`config.mk`:
```
export PLATFORM = sky130hd
export DESIGN_NAME = ssd_bcd_driver
export DESIGN_NICKNAME = d
export VERILOG_FILES = /design/src/rtl/ssd_bcd_driver.sv
export SDC_FILE = /design/constraint.sdc
export NUM_CORES = 1
export LEC_CHECK = 0
export BUFFER_PORTS_ARGS = -buffer_cell sky130_fd_sc_hd__clkbuf_2
export CORE_UTILIZATION = 45
export CTS_CLUSTER_SIZE = 10
export DETAILED_ROUTE_END_ITERATION = 10
export PLACE_DENSITY_LB_ADDON = 0.12
export SETUP_SLACK_MARGIN = 0.3
export SLEW_MARGIN = 20
export SYNTH_ARGS = -nofsm -noshare
export SYNTH_HDL_FRONTEND = slang
export SYNTH_SLANG_ARGS = --single-unit
```
`constraint.sdc`:
```
create_clock -name clk -period 8.5 [get_ports clk]
set_input_delay 1.7 -clock clk [delete_from_list [all_inputs] [get_ports clk]]
set_output_delay 1.7 -clock clk [all_outputs]
set_load 0.01 [all_outputs]
```
`src/rtl/ssd_bcd_driver.sv`:
```
// ssd_bcd_driver
//   Converts a 13-bit binary value to four BCD digits with a sequential
//   double-dabble engine (one shift per clock), then time-multiplexes the
//   digits onto a common-anode 4-digit seven-segment display.
//
// Ports
//   clk        system clock, rising edge
//   rst        asynchronous active-high reset
//   num_in     binary value to display (0..8191)
//   anode      digit enables, active-low; [0] = units, [3] = thousands
//   seg        cathodes {g,f,e,d,c,b,a}, active-low
//   bcd_out    last completed conversion {thousands, hundreds, tens, units}
//   busy       high while a conversion is in progress (CONV/DONE)
//   conv_done  one-cycle pulse coincident with a bcd_out update
module ssd_bcd_driver #(
    parameter int REFRESH_BITS  = 18,
    parameter bit BLANK_LEADING = 1'b1
) (
    input  logic        clk,
    input  logic        rst,
    input  logic [12:0] num_in,
    output logic [3:0]  anode,
    output logic [6:0]  seg,
    output logic [15:0] bcd_out,
    output logic        busy,
    output logic        conv_done
);

    typedef enum logic [1:0] {IDLE, CONV, DONE} state_t;

    state_t      state_q, state_d;
    logic [12:0] last_val_q, last_val_d;
    logic [12:0] shreg_q, shreg_d;
    logic [15:0] scratch_q, scratch_d;
    logic [15:0] bcd_q, bcd_d;
    logic [3:0]  cnt_q, cnt_d;
    logic        done_q, done_d;
    logic [15:0] adj;

    // Double-dabble correction: any nibble >= 5 gets +3 before the shift.
    always_comb begin
        adj = scratch_q;
        for (int i = 0; i < 4; i++) begin
            if (scratch_q[4*i +: 4] >= 4'd5)
                adj[4*i +: 4] = scratch_q[4*i +: 4] + 4'd3;
        end
    end

    always_comb begin
        state_d    = state_q;
        last_val_d = last_val_q;
        shreg_d    = shreg_q;
        scratch_d  = scratch_q;
        cnt_d      = cnt_q;
        bcd_d      = bcd_q;
        done_d     = 1'b0;
        case (state_q)
            IDLE: begin
                // Only a value different from the last captured one starts
                // a conversion; changes seen while busy collapse to the newest.
                if (num_in != last_val_q) begin
                    shreg_d    = num_in;
                    last_val_d = num_in;
                    scratch_d  = '0;
                    cnt_d      = '0;
                    state_d    = CONV;
                end
            end
            CONV: begin
                {scratch_d, shreg_d} = {adj, shreg_q} << 1;
                cnt_d = cnt_q + 4'd1;
                if (cnt_q == 4'd12)
                    state_d = DONE;
            end
            DONE: begin
                bcd_d   = scratch_q;
                done_d  = 1'b1;
                state_d = IDLE;
            end
            default: state_d = IDLE;
        endcase
    end

    always_ff @(posedge clk or posedge rst) begin
        if (rst) begin
            state_q    <= IDLE;
            last_val_q <= '0;
            shreg_q    <= '0;
            scratch_q  <= '0;
            bcd_q      <= '0;
            cnt_q      <= '0;
            done_q     <= 1'b0;
        end else begin
            state_q    <= state_d;
            last_val_q <= last_val_d;
            shreg_q    <= shreg_d;
            scratch_q  <= scratch_d;
            bcd_q      <= bcd_d;
            cnt_q      <= cnt_d;
            done_q     <= done_d;
        end
    end

    assign busy      = (state_q != IDLE);
    assign conv_done = done_q;
    assign bcd_out   = bcd_q;

    // ---------------- display multiplexer ----------------
    logic [REFRESH_BITS-1:0] refresh_q;
    logic [1:0]              sel;
    logic [3:0]              digit;
    logic                    blank;
    logic [6:0]              seg_d;
    logic [3:0]              anode_d;
    logic [6:0]              seg_q;
    logic [3:0]              anode_q;

    assign sel = refresh_q[REFRESH_BITS-1 -: 2];

    // Always shows the committed bcd_q, so the scratch register churning
    // during a conversion never reaches the display.
    always_comb begin
        digit = bcd_q[4*sel +: 4];
        blank = 1'b0;
        case (sel)
            2'd1:    blank = (bcd_q[15:4]  == 12'd0);
            2'd2:    blank = (bcd_q[15:8]  == 8'd0);
            2'd3:    blank = (bcd_q[15:12] == 4'd0);
            default: blank = 1'b0;
        endcase
        if (!BLANK_LEADING)
            blank = 1'b0;

        case (digit)
            4'd0:    seg_d = 7'b1000000;
            4'd1:    seg_d = 7'b1111001;
            4'd2:    seg_d = 7'b0100100;
            4'd3:    seg_d = 7'b0110000;
            4'd4:    seg_d = 7'b0011001;
            4'd5:    seg_d = 7'b0010010;
            4'd6:    seg_d = 7'b0000010;
            4'd7:    seg_d = 7'b1111000;
            4'd8:    seg_d = 7'b0000000;
            4'd9:    seg_d = 7'b0010000;
            default: seg_d = 7'b1111111;
        endcase
        // A blanked digit keeps its anode enabled but lights no segments.
        if (blank)
            seg_d = 7'b1111111;

        anode_d = ~(4'b0001 << sel);
    end

    always_ff @(posedge clk or posedge rst) begin
        if (rst) begin
            refresh_q <= '0;
            anode_q   <= 4'b1111;
            seg_q     <= 7'b1111111;
        end else begin
            refresh_q <= refresh_q + 1'b1;
            anode_q   <= anode_d;
            seg_q     <= seg_d;
        end
    end

    assign anode = anode_q;
    assign seg   = seg_q;

endmodule

```
[Word level (Yosys, flattened, before mapping)]
Memory sizes are Yosys's and may differ from the RTL's.
Index checks and enable logic that the tools add are counted.
Cells by class
  add/subtract/negate cells: 6
  magnitude comparators: 4
  equal/unequal tests: 9
  shift-type cells: 2
  muxes and demuxes: 16
  bitwise logic cells: 1
  reductions and logical operators: 9
Operators by type and width (count)
  $pmux W16 S2: 1
  $pmux W13 S2: 1
  $add A18 B1 Y18 const B: 1
  $ge A4 B3 Y1 const B: 4
  $mux W16: 1
  $mux W4: 4
  $shiftx A16 B5 Y4: 1
  $mux W13: 1
  $ne A13 B13 Y1: 1
  $add A4 B2 Y4 const B: 3
  $logic_not A12 Y1: 1
  $logic_not A8 Y1: 1
  $pmux W4 S2: 1
  $mux W7: 1
  $eq A2 B2 Y1 const B: 3
  $reduce_and A2 Y1: 3
  $add A4 B1 Y4 const B: 1
  $eq A2 B1 Y1 const B: 2
  $eq A4 B4 Y1 const B: 1
  $logic_not A4 Y1: 1
  $mux W2: 2
  $ne A2 B2 Y1 const B: 2
  $not A4 Y4: 1
  $pmux W2 S2: 1
  other kinds (7): 8
Storage, ports and cells
  register bits after elaboration: 94
  ROM bits: 112
  input bits: 15
  memories: 1
Memory list
  (name not given): depth 16, width 7, read ports 1, clocked after memory_dff 0, wr ports 0, line 134  | case (digit)

[Longest topological paths before layout]
  word-level depth: 3
  gate-level depth with buffers: 8
  depth with buffers taken out: 7

[Worst setup path before layout]
OpenSTA, ideal clock, no wires.
  kind: input -> register
  start: input num_in[5]
  end: register shreg_q[0]
  setup time: 0.126 ns
  data arrival time: 3.021 ns
  data required time: 8.374 ns
  slack: 5.353 ns
  stages on the path: 5
  buffers on the path: 1
  cells stage by stage: xor2_1 > nor4_2 > a41oi_4 > buf_6 > a221o_1
Between the ends
  word-level cells in the longest chain between the ends: 3
Ends and longest elaborated chain
  start: declaration: line 21  | input logic [12:0] num_in,
  $ne A13 B13 Y1: line 61  | if (num_in != last_val_q) begin
  $ne A2 B2 Y1 (no source line)
  $reduce_and A2 Y1 (no source line)
  end signal: assignment: line 96  | shreg_q <= shreg_d;
  end: declaration: line 33  | logic [12:0] shreg_q, shreg_d;
Every way passes these cells.
A chain may end at the register's enable or synchronous reset.

[Worst setup path in the final report]
  start: register state_q[0]
  end: output busy
Between the ends
  word-level cells in the longest chain between the ends: 1
Ends and longest elaborated chain
  start: declaration: line 31  | state_t state_q, state_d;
  start signal: assignment: line 94  | state_q <= state_d;
  $reduce_bool A2 Y1: line 104  | assign busy = (state_q != IDLE);
  end: declaration: line 25  | output logic busy,
Every way passes these cells.

==> impl_metrics.csv <==
group,metric,value,unit
sta,clock_skew,0.0134,ns
place,finalWeightedCongestion,0.766,
sta,timing_worst_slew_pin_value,0.871,ns
clocking,clock_tree_from_tritoncts,"done",
route,vias_per_cell,5.34,
setup_path,crit_path_top_delay_cell,"sky130_fd_sc_hd__dfrtp_1",
pwr,ir_drop,0.000136,V
logic_synthesis,async_reset_ff_share,100,%
logic_synthesis,share_of_synthesized_cell_area_in_full_adder_half_adder_and_majority_cells,4.45,%
logic_synthesis,synthesis.instances,369,
logic_synthesis,synth-seq-cells,94,
global_routing,grt_antenna_before_repair,0,
setup_path,criticalPathCategory,"flip-flop to output pin",
die,top_level_ports,44,
setup_path,cp_data_required_time,6.80,ns
final_layout,multi_input_area,1980,µm²
logic_synthesis,synthesis.area_per_instance,12.2,µm²
place,hpwl_after_detailed_placement,5680,µm
logic_synthesis,synth.net_count,400,
run_status,status,"completed",
global_routing,wire_length_of_the_first_global_routing_pass,13900,µm
clocking,clk_transition_reported_paths,0.09,ns
worst_hold_path,path_type_of_the_worst_min_delay_path,"flip-flop to flip-flop",
die,rows,36,
logic_synthesis,synth_top_cells_by_area,"sky130_fd_sc_hd__dfrtp_1, sky130_fd_sc_hd__mux2_2, sky130_fd_sc_hd__dfstp_2, sky130_fd_sc_hd__xor2_1, sky130_fd_sc_hd__ha_1",
logic_synthesis,synth_simple_gate_area_share,10.5,%
logic_synthesis,ys_types,42,
route,post_dr_wirelength_cell,15.2,µm
logic_synthesis,yosys.area.top_type_share,46.2,%
logic_synthesis,synth_largest_area_cell,"sky130_fd_sc_hd__dfrtp_1",
sta,finalWorstSetupSlack,5.09,ns
clocking,cts_max_level,3,
global_routing,grt_max_degree,83,
final_layout,nFillCells,907,
logic_synthesis,synth_xor_xnor_area_share,6.81,%
sta,grt_setup_unrepaired,"no",
final_layout,final_cell_count_no_fill,549,
sta,timing.final.max_slew_violations,0,
logic_synthesis,ys.flop_type,"sky130_fd_sc_hd__dfrtp_1",
final_layout,area_growth_syn_to_layout,11.6,%
logic_synthesis,syn-cell-area,4500,µm²
setup_path,worst-r2r-setup-slack,6.13,ns
setup_path,path_cells,"inv_1 -> nand2_1 -> clkbuf_2",
global_routing,overflow,0,
setup_path,cp_slowest_stage_delay,0.78,ns
clocking,post_cts_resize_count,0,
pwr,cellPowerDensity,332,nW/µm²
clocking,insertion_delay,0.36,ns
route,drcViolationCount,0,
route,num_vias,2933,
logic_synthesis,synth_compound_gate_area_share,10.9,%
route,ant_nets,0,
sta,min_period,3.41,ns
setup_path,path_buf_inv,2,
global_routing,first_global_vias,2824,
clocking,post_cts_buffers,0,
setup_path,crit_path_start_kind,"flip-flop",
sta,finalHoldViolCount,0,
die,fp.dieH,102,µm
sta,min_period_over_period,40.1,%
job,count_of_max_cap_constraint_violations,0,
setup_path,crit_fanout,22,
logic_synthesis,largest_family_of_logic_cells_by_synthesized_area,"multiplexers",
logic_synthesis,synth-edff-count,0,
final_layout,antenna-diode-count,0,
sta,relative_slew_slack,41.8,%
pwr,total_leakage_power,0.00241,µW
place,dp_slack,4.94,ns
sta,setup-violations-final,0,
logic_synthesis,synth_warnings,0,
clocking,cts-buffers-inserted,9,
sta,fin_setup_tns,0,ns
route,drt-initial-drc-count,116,
final_layout,seqCellArea,2370,µm²
global_routing,globalRouteTotalUtil,17.4,%
clocking,ctsRootBufferMaster,"sky130_fd_sc_hd__clkbuf_8",
setup_path,cp.arrival,1.71,ns
sta,fmax,293,MHz
final_layout,layout-drive-gt1-share,27.9,%
route,drt-total-wl,8340,µm
clocking,cts_max_path_buffers,2,
logic_synthesis,post_synth_mux_area_share,11.3,%
setup_path,critPathTopFamily,"flip-flops",
logic_synthesis,synth_sequential_area_ratio,52.6,%
clocking,cts_hold_repair.buffers,0,
place,post-place-cells,533,
die,initial_core_util,46.2,%
die,die_width,102,µm
die,fp.coreArea,9730,µm²
die,design.die.area,10400,µm²
place,buffer_ports.inserted,43,
route,dr.pass1.iters,4,
setup_path,critPathCaptureType,"output pin",
final_layout,nNetsFinal,442,
clocking,numClockSinks,94,
pwr,design_power_total,1660,µW
sta,fin_worst_hold_slack,0.477,ns
-- cell usage after synthesis (3+ instances only) --
master                      count
sky130_fd_sc_hd__mux2_2        31
sky130_fd_sc_hd__nor4_1         3
sky130_fd_sc_hd__dfrtp_1       83
sky130_fd_sc_hd__nand2b_1       6
sky130_fd_sc_hd__a21o_1         3
sky130_fd_sc_hd__o21ai_0       12
sky130_fd_sc_hd__buf_2          6
sky130_fd_sc_hd__clkbuf_1       5
sky130_fd_sc_hd__o2bb2ai_1      3
sky130_fd_sc_hd__mux2i_1        7
sky130_fd_sc_hd__ha_1          16
sky130_fd_sc_hd__inv_1         20
sky130_fd_sc_hd__a221o_2        3
sky130_fd_sc_hd__a22o_1        14
sky130_fd_sc_hd__nor3_1         9
sky130_fd_sc_hd__nor2_1        13
sky130_fd_sc_hd__dfstp_2       11
sky130_fd_sc_hd__mux4_2         4
sky130_fd_sc_hd__buf_6          3
sky130_fd_sc_hd__and4_1         3
sky130_fd_sc_hd__xor2_1        23
sky130_fd_sc_hd__nand2_1       21
sky130_fd_sc_hd__nand3_1        9
sky130_fd_sc_hd__and3_1        14
sky130_fd_sc_hd__a21oi_1        8
sky130_fd_sc_hd__a221o_1       10
sky130_fd_sc_hd__xnor2_1       12
-- final cells by class --
class	count	share of cell area, %
multi-input cells	241	39.3
flip-flops and latches	94	47.1
clock buffers	13	3.61
repair buffers	45	4.66
well taps	133	3.31
inverters	20	1.52
clock inverters	3	0.424
-- cells by family (layout without fill, tap and decap cells) --
logic type / Yosys count / after routing
DFF: 94 / 94
and+or+nand+nor: 88 / 88
AOI/OAI and AO/OA: 60 / 60
muxes: 42 / 42
xor gates and xnor gates: 35 / 35
buffers and inverters: 34 / 81
adders and majority gates: 16 / 16
-- cell usage in the layout, fill, tap and decap left out, types with 4 or more instances in the layout --
cell type,count
sky130_fd_sc_hd__inv_1,19
sky130_fd_sc_hd__xor2_1,23
sky130_fd_sc_hd__nor2_1,13
sky130_fd_sc_hd__a22o_1,14
sky130_fd_sc_hd__nand3_1,9
sky130_fd_sc_hd__nor3_1,9
sky130_fd_sc_hd__clkbuf_2,43
sky130_fd_sc_hd__clkbuf_8,9
sky130_fd_sc_hd__dfstp_2,11
sky130_fd_sc_hd__ha_1,16
sky130_fd_sc_hd__and3_1,14
sky130_fd_sc_hd__a21oi_1,8
sky130_fd_sc_hd__mux4_2,4
sky130_fd_sc_hd__mux2i_1,7
sky130_fd_sc_hd__nand2_1,21
sky130_fd_sc_hd__a221o_1,10
sky130_fd_sc_hd__mux2_2,31
sky130_fd_sc_hd__xnor2_1,12
sky130_fd_sc_hd__dfrtp_1,83
sky130_fd_sc_hd__nand2b_1,6
sky130_fd_sc_hd__o21ai_0,12
-- path summary, 6_finish.rpt --
| check | start | end | depth (start not counted) |
|---|---|---|---|
| max | state_q[0] | busy | 3 |
| min | refresh_q[11] | refresh_q[11] | 1 |
| max reg2reg | state_q[1] | last_val_q[5] | 4 |
| min reg2reg | refresh_q[11] | refresh_q[11] | 1 |
| max in group asynchronous | rst | scratch_q[5] | 3 |
| min in group asynchronous | rst | last_val_q[2] | 2 |
-- where the power goes --
| part | switching (µW) | internal [µW] |
|---|---|---|
| sequential | 140 | 605 |
| clock | 158 | 144 |
| combinational | 299 | 319 |
| total | 596 | 1070 |
-- flip-flops by register name, indices dropped and copies added (netlist names) --
| signal | count |
|---|---|
| last_val_q | 13 |
| conv_done | 1 |
| refresh_q | 18 |
| shreg_q | 13 |
| scratch_q | 16 |
| bcd_out | 16 |
| state_q | 2 |
| seg | 7 |
| cnt_q | 4 |
| anode | 4 |
-- worst register-to-register path: stages (launching register included) --
cell,delay [ns]
sky130_fd_sc_hd__dfrtp_1,0.54
sky130_fd_sc_hd__inv_1,0.35
sky130_fd_sc_hd__nand2_1,0.21
sky130_fd_sc_hd__a41oi_4,0.74
sky130_fd_sc_hd__mux2_2,0.42
-- per-layer routing --
metal	global-route usage [%]	routed length (µm)	part of all wire, %	vias up
met4	6.26	115	1.4	0
met3	3.42	248	3.0	10
li1	-	-	-	1408
met1	23.5	3990	48	1471
met2	28.1	3980	48	44
met5	0	0	0	-
-- through the flow --
stage / cell area (µm²) / util, %
5_1_grt: 5020 / 51.6
3_3_place_gp: 4810 / 49.5
6_report: 5020 / 51.6
4_1_cts: 5020 / 51.6
2_1_floorplan: 4500 / -
3_5_place_dp: 4810 / 49.5
Note: power is estimated with default switching activity, not from simulation.
